<file path="config.mk">
export PLATFORM = sky130hd
export DESIGN_NAME = pwr_transition_counter_flat
export DESIGN_NICKNAME = d
export VERILOG_FILES = /design/src/rtl/pwr_transition_counter_pkg.sv /design/src/rtl/pwr_transition_counter_if.sv /design/src/rtl/pwr_transition_counter_sat_counter.sv /design/src/rtl/pwr_transition_counter.sv /design/src/flat_wrapper.sv
export SDC_FILE = /design/constraint.sdc
export NUM_CORES = 1
export LEC_CHECK = 0
export BUFFER_PORTS_ARGS = -buffer_cell sky130_fd_sc_hd__buf_2
export CORE_ASPECT_RATIO = 1.1
export CORE_MARGIN = 4
export CORE_UTILIZATION = 40
export CTS_CLUSTER_SIZE = 10
export DETAILED_ROUTE_END_ITERATION = 6
export PLACE_DENSITY = 0.58
export SLEW_MARGIN = 20
export SYNTH_ARGS = -nofsm -noshare
export SYNTH_HDL_FRONTEND = slang
export SYNTH_SLANG_ARGS = --single-unit
</file>
<file path="constraint.sdc">
create_clock -name clk -period 6.55 [get_ports clk]
set_input_delay 0.9825 -clock clk [delete_from_list [all_inputs] [get_ports clk]]
set_output_delay 0.9825 -clock clk [all_outputs]
set_load 0.05 [all_outputs]
</file>
<file path="src/rtl/pwr_transition_counter_pkg.sv">
// Shared read-FSM encodings and the edge popcount helper for the
// transition counter slice.
package pwr_transition_counter_pkg;

  localparam logic [1:0] IDLE    = 2'b00;
  localparam logic [1:0] CAPTURE = 2'b01;
  localparam logic [1:0] ACK     = 2'b10;

  // Wide enough for any probe count the block is built with (up to 64).
  function automatic logic [7:0] popcount(input logic [63:0] vec);
    logic [7:0] sum;
    sum = '0;
    for (int i = 0; i < 64; i++) sum = sum + {7'b0, vec[i]};
    return sum;
  endfunction

endpackage

</file>
<file path="src/rtl/pwr_transition_counter_if.sv">
// Four-phase read port used to fetch one per-probe transition count.
interface pwr_transition_counter_if #(
  parameter int CNT_W = 16,
  parameter int IDX_W = 3
);
  logic             rd_req;
  logic [IDX_W-1:0] rd_idx;
  logic             rd_ack;
  logic [CNT_W-1:0] rd_data;

  modport master (output rd_req, rd_idx, input rd_ack, rd_data);
  modport slave  (input rd_req, rd_idx, output rd_ack, rd_data);
endinterface

</file>
<file path="src/rtl/pwr_transition_counter_sat_counter.sv">
// Saturating up-counter; ovf flags an increment that is dropped at the ceiling.
module sat_counter #(
  parameter int W = 16
) (
  input  logic         clk,
  input  logic         reset_L,
  input  logic         clr,
  input  logic         inc,
  output logic [W-1:0] cnt,
  output logic         ovf
);

  assign ovf = inc && !clr && (cnt == {W{1'b1}});

  always_ff @(posedge clk or negedge reset_L) begin
    if (!reset_L)          cnt <= '0;
    else if (clr)          cnt <= '0;
    else if (inc && !ovf)  cnt <= cnt + {{(W-1){1'b0}}, 1'b1};
  end

endmodule

</file>
<file path="src/rtl/pwr_transition_counter.sv">
// Counts rising edges on monitored flop outputs with per-probe and total
// saturating counters, readable through a four-phase handshake.
module pwr_transition_counter
  import pwr_transition_counter_pkg::*;
#(
  parameter int N_PROBES = 8,
  parameter int CNT_W    = 16,
  parameter int IDX_W    = 3,
  parameter int TOT_W    = 19
) (
  input  logic                  clk,
  input  logic                  reset_L,
  input  logic                  enable,
  input  logic                  clear,
  input  logic [N_PROBES-1:0]   probe,
  pwr_transition_counter_if.slave rd,
  output logic [TOT_W-1:0]      total_cnt,
  output logic                  sat_flag
);

  logic [N_PROBES-1:0] probe_q;
  logic [N_PROBES-1:0] probe_prev;
  logic [N_PROBES-1:0] edge_vec;
  logic [N_PROBES-1:0] cnt_ovf;
  logic                primed;
  logic [CNT_W-1:0]    cnt [N_PROBES];
  logic [IDX_W:0]      edge_cnt;
  logic [TOT_W:0]      total_sum;
  logic [CNT_W-1:0]    rd_sel;
  logic [1:0]          state;

  // primed masks the first enabled cycle so stale history cannot look like an edge.
  always_ff @(posedge clk or negedge reset_L) begin
    if (!reset_L) begin
      probe_q    <= '0;
      probe_prev <= '0;
      primed     <= 1'b0;
    end else begin
      probe_q    <= probe;
      probe_prev <= probe_q;
      primed     <= enable;
    end
  end

  assign edge_vec = probe_q & ~probe_prev & {N_PROBES{primed}};

  for (genvar i = 0; i < N_PROBES; i++) begin : g_cnt
    sat_counter #(.W(CNT_W)) u_cnt (
      .clk     (clk),
      .reset_L (reset_L),
      .clr     (clear),
      .inc     (edge_vec[i] & enable),
      .cnt     (cnt[i]),
      .ovf     (cnt_ovf[i])
    );
  end

  assign edge_cnt  = (IDX_W+1)'(popcount(64'(edge_vec & {N_PROBES{enable}})));
  assign total_sum = {1'b0, total_cnt} + (TOT_W+1)'(edge_cnt);

  // The carry out of total_sum is exactly the "would exceed the ceiling" case.
  always_ff @(posedge clk or negedge reset_L) begin
    if (!reset_L) begin
      total_cnt <= '0;
      sat_flag  <= 1'b0;
    end else if (clear) begin
      total_cnt <= '0;
      sat_flag  <= 1'b0;
    end else begin
      total_cnt <= total_sum[TOT_W] ? {TOT_W{1'b1}} : total_sum[TOT_W-1:0];
      if (total_sum[TOT_W] || (|cnt_ovf)) sat_flag <= 1'b1;
    end
  end

  // Indices past the last probe fall through to zero.
  always_comb begin
    rd_sel = '0;
    for (int i = 0; i < N_PROBES; i++)
      if (rd.rd_idx == IDX_W'(i)) rd_sel = cnt[i];
  end

  always_ff @(posedge clk or negedge reset_L) begin
    if (!reset_L) begin
      state      <= IDLE;
      rd.rd_data <= '0;
    end else begin
      case (state)
        IDLE:    if (rd.rd_req) state <= CAPTURE;
        CAPTURE: begin
          rd.rd_data <= rd_sel;
          state      <= ACK;
        end
        ACK:     if (!rd.rd_req) state <= IDLE;
        default: state <= IDLE;
      endcase
    end
  end

  assign rd.rd_ack = (state == ACK) && rd.rd_req;

endmodule

</file>
<file path="src/flat_wrapper.sv">
// flat-port wrapper written by rule: the top's interface ports become plain ports
module pwr_transition_counter_flat import pwr_transition_counter_pkg::*;
#(
  parameter int N_PROBES = 8,
  parameter int CNT_W    = 16,
  parameter int IDX_W    = 3,
  parameter int TOT_W    = 19
)
  (clk, reset_L, enable, clear, probe, total_cnt, sat_flag, rd_rd_req, rd_rd_idx, rd_rd_ack, rd_rd_data);
  pwr_transition_counter_if #(.CNT_W(CNT_W), .IDX_W(IDX_W)) rd_i ();
  input  logic clk;
  input  logic reset_L;
  input  logic enable;
  input  logic clear;
  input  logic [N_PROBES-1:0] probe;
  output logic [TOT_W-1:0] total_cnt;
  output logic sat_flag;
  input wire logic [$bits(rd_i.rd_req)-1:0] rd_rd_req;
  input wire logic [$bits(rd_i.rd_idx)-1:0] rd_rd_idx;
  output wire logic [$bits(rd_i.rd_ack)-1:0] rd_rd_ack;
  output wire logic [$bits(rd_i.rd_data)-1:0] rd_rd_data;
  assign rd_i.rd_req = rd_rd_req;
  assign rd_i.rd_idx = rd_rd_idx;
  assign rd_rd_ack = rd_i.rd_ack;
  assign rd_rd_data = rd_i.rd_data;
  pwr_transition_counter #(.N_PROBES(N_PROBES), .CNT_W(CNT_W), .IDX_W(IDX_W), .TOT_W(TOT_W)) u_core (.clk(clk), .reset_L(reset_L), .enable(enable), .clear(clear), .probe(probe), .rd(rd_i), .total_cnt(total_cnt), .sat_flag(sat_flag));
endmodule
</file>
Yosys cells after proc, flatten, opt, wreduce, memory -nomap -nowiden
Index checks and enable logic that the tools add are counted.

operators by class
  add/sub/neg operators = 72
  eq/ne operators = 19
  muxes and demuxes = 31
  bitwise operators = 12
  reduce and logical (&&, ||, !) cells = 48

operator list
  operator                 number
  $mux W16                 24
  $add A4 B1 Y4 const B    56
  $add A16 B1 Y16 const B  8
  $eq A16 B16 Y1 const B   8
  $mux W19                 2
  $logic_and A1 B1 Y1      25
  $add A4 B1 Y4            6
  $and A8 B8 Y8            3
  $add A19 B4 Y20          1
  $reduce_bool A2 Y1       9
  $eq A3 B3 Y1 const B     4
  $logic_not A1 Y1         9
  $and A1 B1 Y1            8
  $not A8 Y8               1
  $reduce_or A8 Y1         1
  $eq A3 B2 Y1 const B     2
  $pmux W2 S3              1
  $mux W2                  2
  $ne A2 B2 Y1 const B     2
  $eq A3 B1 Y1 const B     1
  $logic_not A3 Y1         1
  $add A1 B1 Y2            1
  $eq A2 B1 Y1 const B     1
  $eq A2 B2 Y1 const B     1
  other kinds (4)          5

storage, ports and cells
  bits in registers = 183
  input bits = 16
  output and inout port bits = 37
  word-level logic and storage cells = 197

Longest topological paths before layout
  word-level depth = 71
  mapped depth = 19
  depth with buffers taken out = 17

Hierarchy
A second synthesis with hierarchy kept.

second synthesis, totals
  cells, all modules = 1156
  area, all modules = 11456.0 um^2

modules (own cells, without submodules)
  module                  instances  cells each  area each (um^2)  seq. area each (um^2)
  sat_counter             8          103         998.5             400.4
  pwr_transition_counter  1          332         3468.3            1376.3

Worst setup path before layout
Ideal clock, no wire load.

  path kind = input -> register
  start point = in enable
  end point = reg u_core.total_cnt[12]
  setup time = 0.081 ns
  arrival = 5.171 ns
  data required time = 6.469 ns
  slack = 1.298 ns
  stages on the path = 19
  path buffers = 2
  cell sequence = buf_4 nand4b_1 inv_1 ha_1 inv_1 fa_1 inv_1 fa_1 fa_1 inv_1 fa_1 inv_1 ha_1 a21oi_1 a2bb2oi_2 or4_4 buf_6 and4_1 nor3_2

between the ends
  word-level cells in the longest chain between the ends = 67

RTL lines
  item                              line                              RTL
  start: declaration                flat_wrapper.sv:13                input logic enable;
  $and A8 B8 Y8 (*)                 pwr_transition_counter.sv:58      assign edge_cnt = (IDX_W+1)'(popcount(64'(edge_vec & {N_PROBES{enable}})));
  $add A1 B1 Y2                     pwr_transition_counter_pkg.sv:13  for (int i = 0; i < 64; i++) sum = sum + {7'b0, vec[i]};
  $add A4 B1 Y4 (5 in series)       pwr_transition_counter_pkg.sv:13
  $add A4 B1 Y4 (*) (57 in series)  pwr_transition_counter_pkg.sv:13
  $add A19 B4 Y20 (*)               pwr_transition_counter.sv:59      assign total_sum = {1'b0, total_cnt} + (TOT_W+1)'(edge_cnt);
  $mux W19 (*)                      pwr_transition_counter.sv:70      total_cnt <= total_sum[TOT_W] ? {TOT_W{1'b1}} : total_sum[TOT_W-1:0];
  $mux W19 (*)                      pwr_transition_counter.sv:66      end else if (clear) begin
  end signal: assignment            pwr_transition_counter.sv:70
  end: declaration                  pwr_transition_counter.sv:17      output logic [TOT_W-1:0] total_cnt,

Every way passes the cells marked *; elsewhere a longest branch is shown, timed or not.
A chain may end at the register's enable or synchronous reset.

Final worst setup path
Ends and elaborated chain as after synthesis.

==> results.rst <==
.. list-table::
   :header-rows: 1

   * - Metric
     - Value
   * - Proportion of layout cells with a drive suffix above 1
     - approximately 15%
   * - Setup TNS
     - 0 ns
   * - Area added between synthesis and finish
     - 10.4%
   * - Combined buffer and inverter count along the critical path
     - 6
   * - Pleak
     - roughly 4.7 nW
   * - Number of iterations in the first detailed-routing pass
     - 7
   * - Critical Path RT
     - between 6 and 7 ns
   * - Worst Hold Path Cells
     - 0
   * - Power per Cell Area
     - around 210 nW/um^2
   * - Max-Slew Margin vs Limit
     - between 30% and 40%
   * - Number of distinct library cell variants in the gate-level netlist after synthesis
     - between 70 and 80
   * - HPWL reported at the end of detailed placement
     - just under 20000 um
   * - Ordered cell list for the critical path
     - buf_2, nand4b_1, inv_1, ha_1, inv_1, fa_1, inv_1, fa_1, fa_1, inv_1, fa_1, inv_1, ha_1, a21oi_1, a2bb2oi_2, or4_4, and4_1, nor3_2
   * - Layout Cell Area excl Fill
     - 11700 sq um
   * - Core area
     - 26100 sq um
   * - Final-report hold violation count
     - 0
   * - Syn nets
     - 1086
   * - Worst path top cell family by delay
     - adder cells
   * - Global-route wire length before repair
     - approximately 45000 um
   * - Logic depth of the worst register-to-register path
     - 17
   * - Crit path capture type
     - flop
   * - Final Total Pwr
     - about 0.0024 W
   * - Largest voltage drop on the vdd net
     - 147 uV
   * - Boundary Pins
     - 53
   * - Number of antenna violations at the first check in global routing
     - 1
   * - Min Tclk post-route
     - between 5 and 6 ns
   * - Final layout net count
     - 1105
   * - CP Class
     - in -> reg
   * - Number of synthesized flops with an enable pin
     - 0
   * - Period utilization
     - between 70% and 80%
   * - Number of H-tree levels
     - 4
   * - DR WL/cell
     - 19.2 um
   * - Most frequent standard cell in the layout excluding fill and tap cells
     - sky130_fd_sc_hd__dfrtp_1
   * - Reported max-cap violation count
     - 0
   * - Via-per-instance ratio
     - between 5 and 6
   * - Buffers on Ports
     - 52
   * - Number of hold buffers added after CTS
     - 0
   * - Element type at the critical path start
     - primary input
   * - Antenna viol nets, final
     - 0
   * - Register-to-register path setup slack
     - between 1.5 and 2 ns
   * - Clk slew on worst S/H paths
     - approximately 0.080 ns
   * - Result of the run
     - finished, final reports clean
   * - Standard cell with the maximum stage delay on the critical path
     - sky130_fd_sc_hd__or4_4
   * - Biggest fanout along the worst timing path
     - 15
   * - Wirelength, routed
     - around 28000 um
   * - Synthesized instance count
     - ~1100
   * - Initial core utilization
     - approximately 41%
   * - DR vias
     - 8221
   * - Peak per-stage delay on the critical path
     - roughly 0.67 ns
   * - DP Area
     - 11100 sq um
   * - Clk Tree Root Cell
     - sky130_fd_sc_hd__clkbuf_16
   * - Number of remaining DRC errors
     - 0
   * - Maximum operating frequency
     - 192 MHz
   * - Clock Sinks
     - 183
   * - Vias in the first global route
     - around 8000
   * - Warnings, synthesis
     - 0
   * - Final weighted congestion in routability-driven placement
     - about 0.89
   * - Clock tree from TritonCTS
     - built
   * - Leading area contributor after synthesis
     - sky130_fd_sc_hd__dfrtp_1
   * - Flip-flop and latch count after synthesis
     - approximately 180
   * - Overall Global Routing Usage
     - roughly 20%
   * - Number of pins exceeding their max-slew limit in the final report
     - 0
   * - Buffer count from post-CTS setup fixing
     - 0
   * - Die extent in y
     - around 180 um
   * - Detailed router's first-iteration violation count
     - roughly 630
   * - Fraction of registers with async set or reset after synthesis
     - 100%
   * - Commonest cells after routing, fill and taps aside
     - 183 x sky130_fd_sc_hd__dfrtp_1, 123 x sky130_fd_sc_hd__nor2_1, 72 x sky130_fd_sc_hd__xnor2_1
   * - Number of endpoints failing setup at the final stage
     - 0
   * - Top-area cell type share of the netlist area
     - a little over two fifths
   * - Maximum number of buffers from clock root to sink
     - 2
   * - Primary FF master, synth
     - sky130_fd_sc_hd__dfrtp_1
   * - Worst reg2reg path endpoint
     - u_core.total_cnt[12]$_DFF_PN0_
   * - Portion of the post-synthesis area used by sequential elements
     - ~43%
   * - Setup repair after global routing missed its margin
     - false
   * - Total standard cell area after synthesis
     - about 11000 sq um
   * - Site Rows
     - 62
   * - Clock Skews
     - around 0.015 ns
   * - CTS-repair resized insts
     - 0
   * - Syn Area/Cell
     - a little over 10 sq um
   * - Worst-case hold path end point
     - u_core.probe_prev[2]$_DFF_PN0_
   * - Actual transition at the worst max-transition pin
     - 1.01 ns
   * - Pin count of the biggest net entering global routing
     - roughly 130
   * - Die area
     - 29200 sq um
   * - Width of the die
     - approximately 160 um
   * - Area contributors post-synth
     - sky130_fd_sc_hd__dfrtp_1 43%, sky130_fd_sc_hd__xnor2_1 6.0%, sky130_fd_sc_hd__mux4_2 5.5%
   * - Cell occurring most often along the worst timing path
     - sky130_fd_sc_hd__inv_1
   * - HP Start
     - u_core.probe_q[2]$_DFF_PN0_
   * - Fillers
     - about 2600
   * - Data arrival time of the critical path
     - 5.59 ns
   * - Launch instance of the worst register-to-register path
     - u_core.primed$_DFF_PN0_
   * - Clock latency on the worst-skew pair
     - roughly 0.44 ns
   * - Congestion Overflow GR
     - 0
   * - Class of the worst hold path
     - reg -> reg
   * - TritonCTS Buffers
     - 17
routing by layer:
layer / vias up / routed length [um] / track usage, %
met3: 34 / 1280 / 2.87
li1: 3883 / - / -
met5: - / 0 / 0
met4: 0 / 590 / 6.33
met1: 4103 / 13000 / 28.8
met2: 201 / 12800 / 30.2
sequential cells by signal, summed over array words and instances (netlist names):
signal and cells:
u_core.g_cnt.u_cnt.cnt 128, u_core.probe_q 8, u_core.state 2, u_core.total_cnt 19, u_core.probe_prev 8, u_core.primed 1, u_core.rd.rd_data 16, u_core.sat_flag 1
through the flow:
| step | hold slack, ns | utilization, % | setup slack, ns | cells |
|---|---|---|---|---|
| finish | 0.384 | 44.7 | 1.34 | 1436 |
| global route | 0.403 | 44.7 | 0.917 | 1435 |
| CTS | 0.388 | 44.7 | 1.31 | 1434 |
| detailed placement | 0.371 | 42.5 | 0.839 | 1402 |
| global placement | 0.371 | 42.5 | 0.955 | 1402 |
| floorplan | 0.344 | - | 1.30 | 1050 |
synth_stat cells, drive strengths merged (26+ instances only):
cell	count
mux4	26
nand3	45
nand4	35
nand2	67
o21ai	29
dfrtp	183
inv	35
a21oi	54
nor4	30
clkbuf	38
xnor2	72
nor2	123
worst max path at each step:
| stage | startpoint | endpoint | slack [ns] | depth (start not counted) |
|---|---|---|---|---|
| 3_3_place_gp | enable | u_core.total_cnt[13]$_DFF_PN0_ | 0.95 | 18 |
| 2_1_floorplan | enable | u_core.total_cnt[12]$_DFF_PN0_ | 1.30 | 19 |
| 4_1_cts | enable | u_core.total_cnt[14]$_DFF_PN0_ | 1.31 | 18 |
| 3_5_place_dp | enable | u_core.total_cnt[12]$_DFF_PN0_ | 0.84 | 18 |
| 5_1_grt | enable | u_core.sat_flag$_DFFE_PN0P_ | 0.92 | 18 |
| 6_report | enable | u_core.total_cnt[12]$_DFF_PN0_ | 1.34 | 18 |
cell type report:
type	instances	area, sq um	area share [%]
Multi-Input combinational cell	771	5620	48.0
Sequential cell	183	4580	39.2
Tap cell	352	440	3.77
Clock buffer	19	433	3.70
Timing Repair Buffer	61	343	2.93
Clock inverter	13	145	1.24
Inverter	35	131	1.12
Antenna cell	2	5.00	0.0428
where the power goes:
group	switching [W]	internal, W	total [W]
combinational	0.000162	0.0000528	0.000215
clock	0.000469	0.000569	0.00104
sequential	0.0000191	0.00116	0.00117
kinds of logic (layout without fill, tap and decap cells):
family                     Yosys count  count (layout)  share of synthesized area [%]
other                                0               2                              0
and+or+nand+nor                    438             438                           23.2
DFF                                183             183                           43.2
xor gates and xnor gates            95              95                           7.85
muxes                               53              53                           8.15
AOI/OAI and AO/OA                  165             165                           11.0
buffers and inverters               96             128                           3.84
adders and majority gates           20              20                           2.72
No activity file was read; power rests on OpenSTA's default activity.
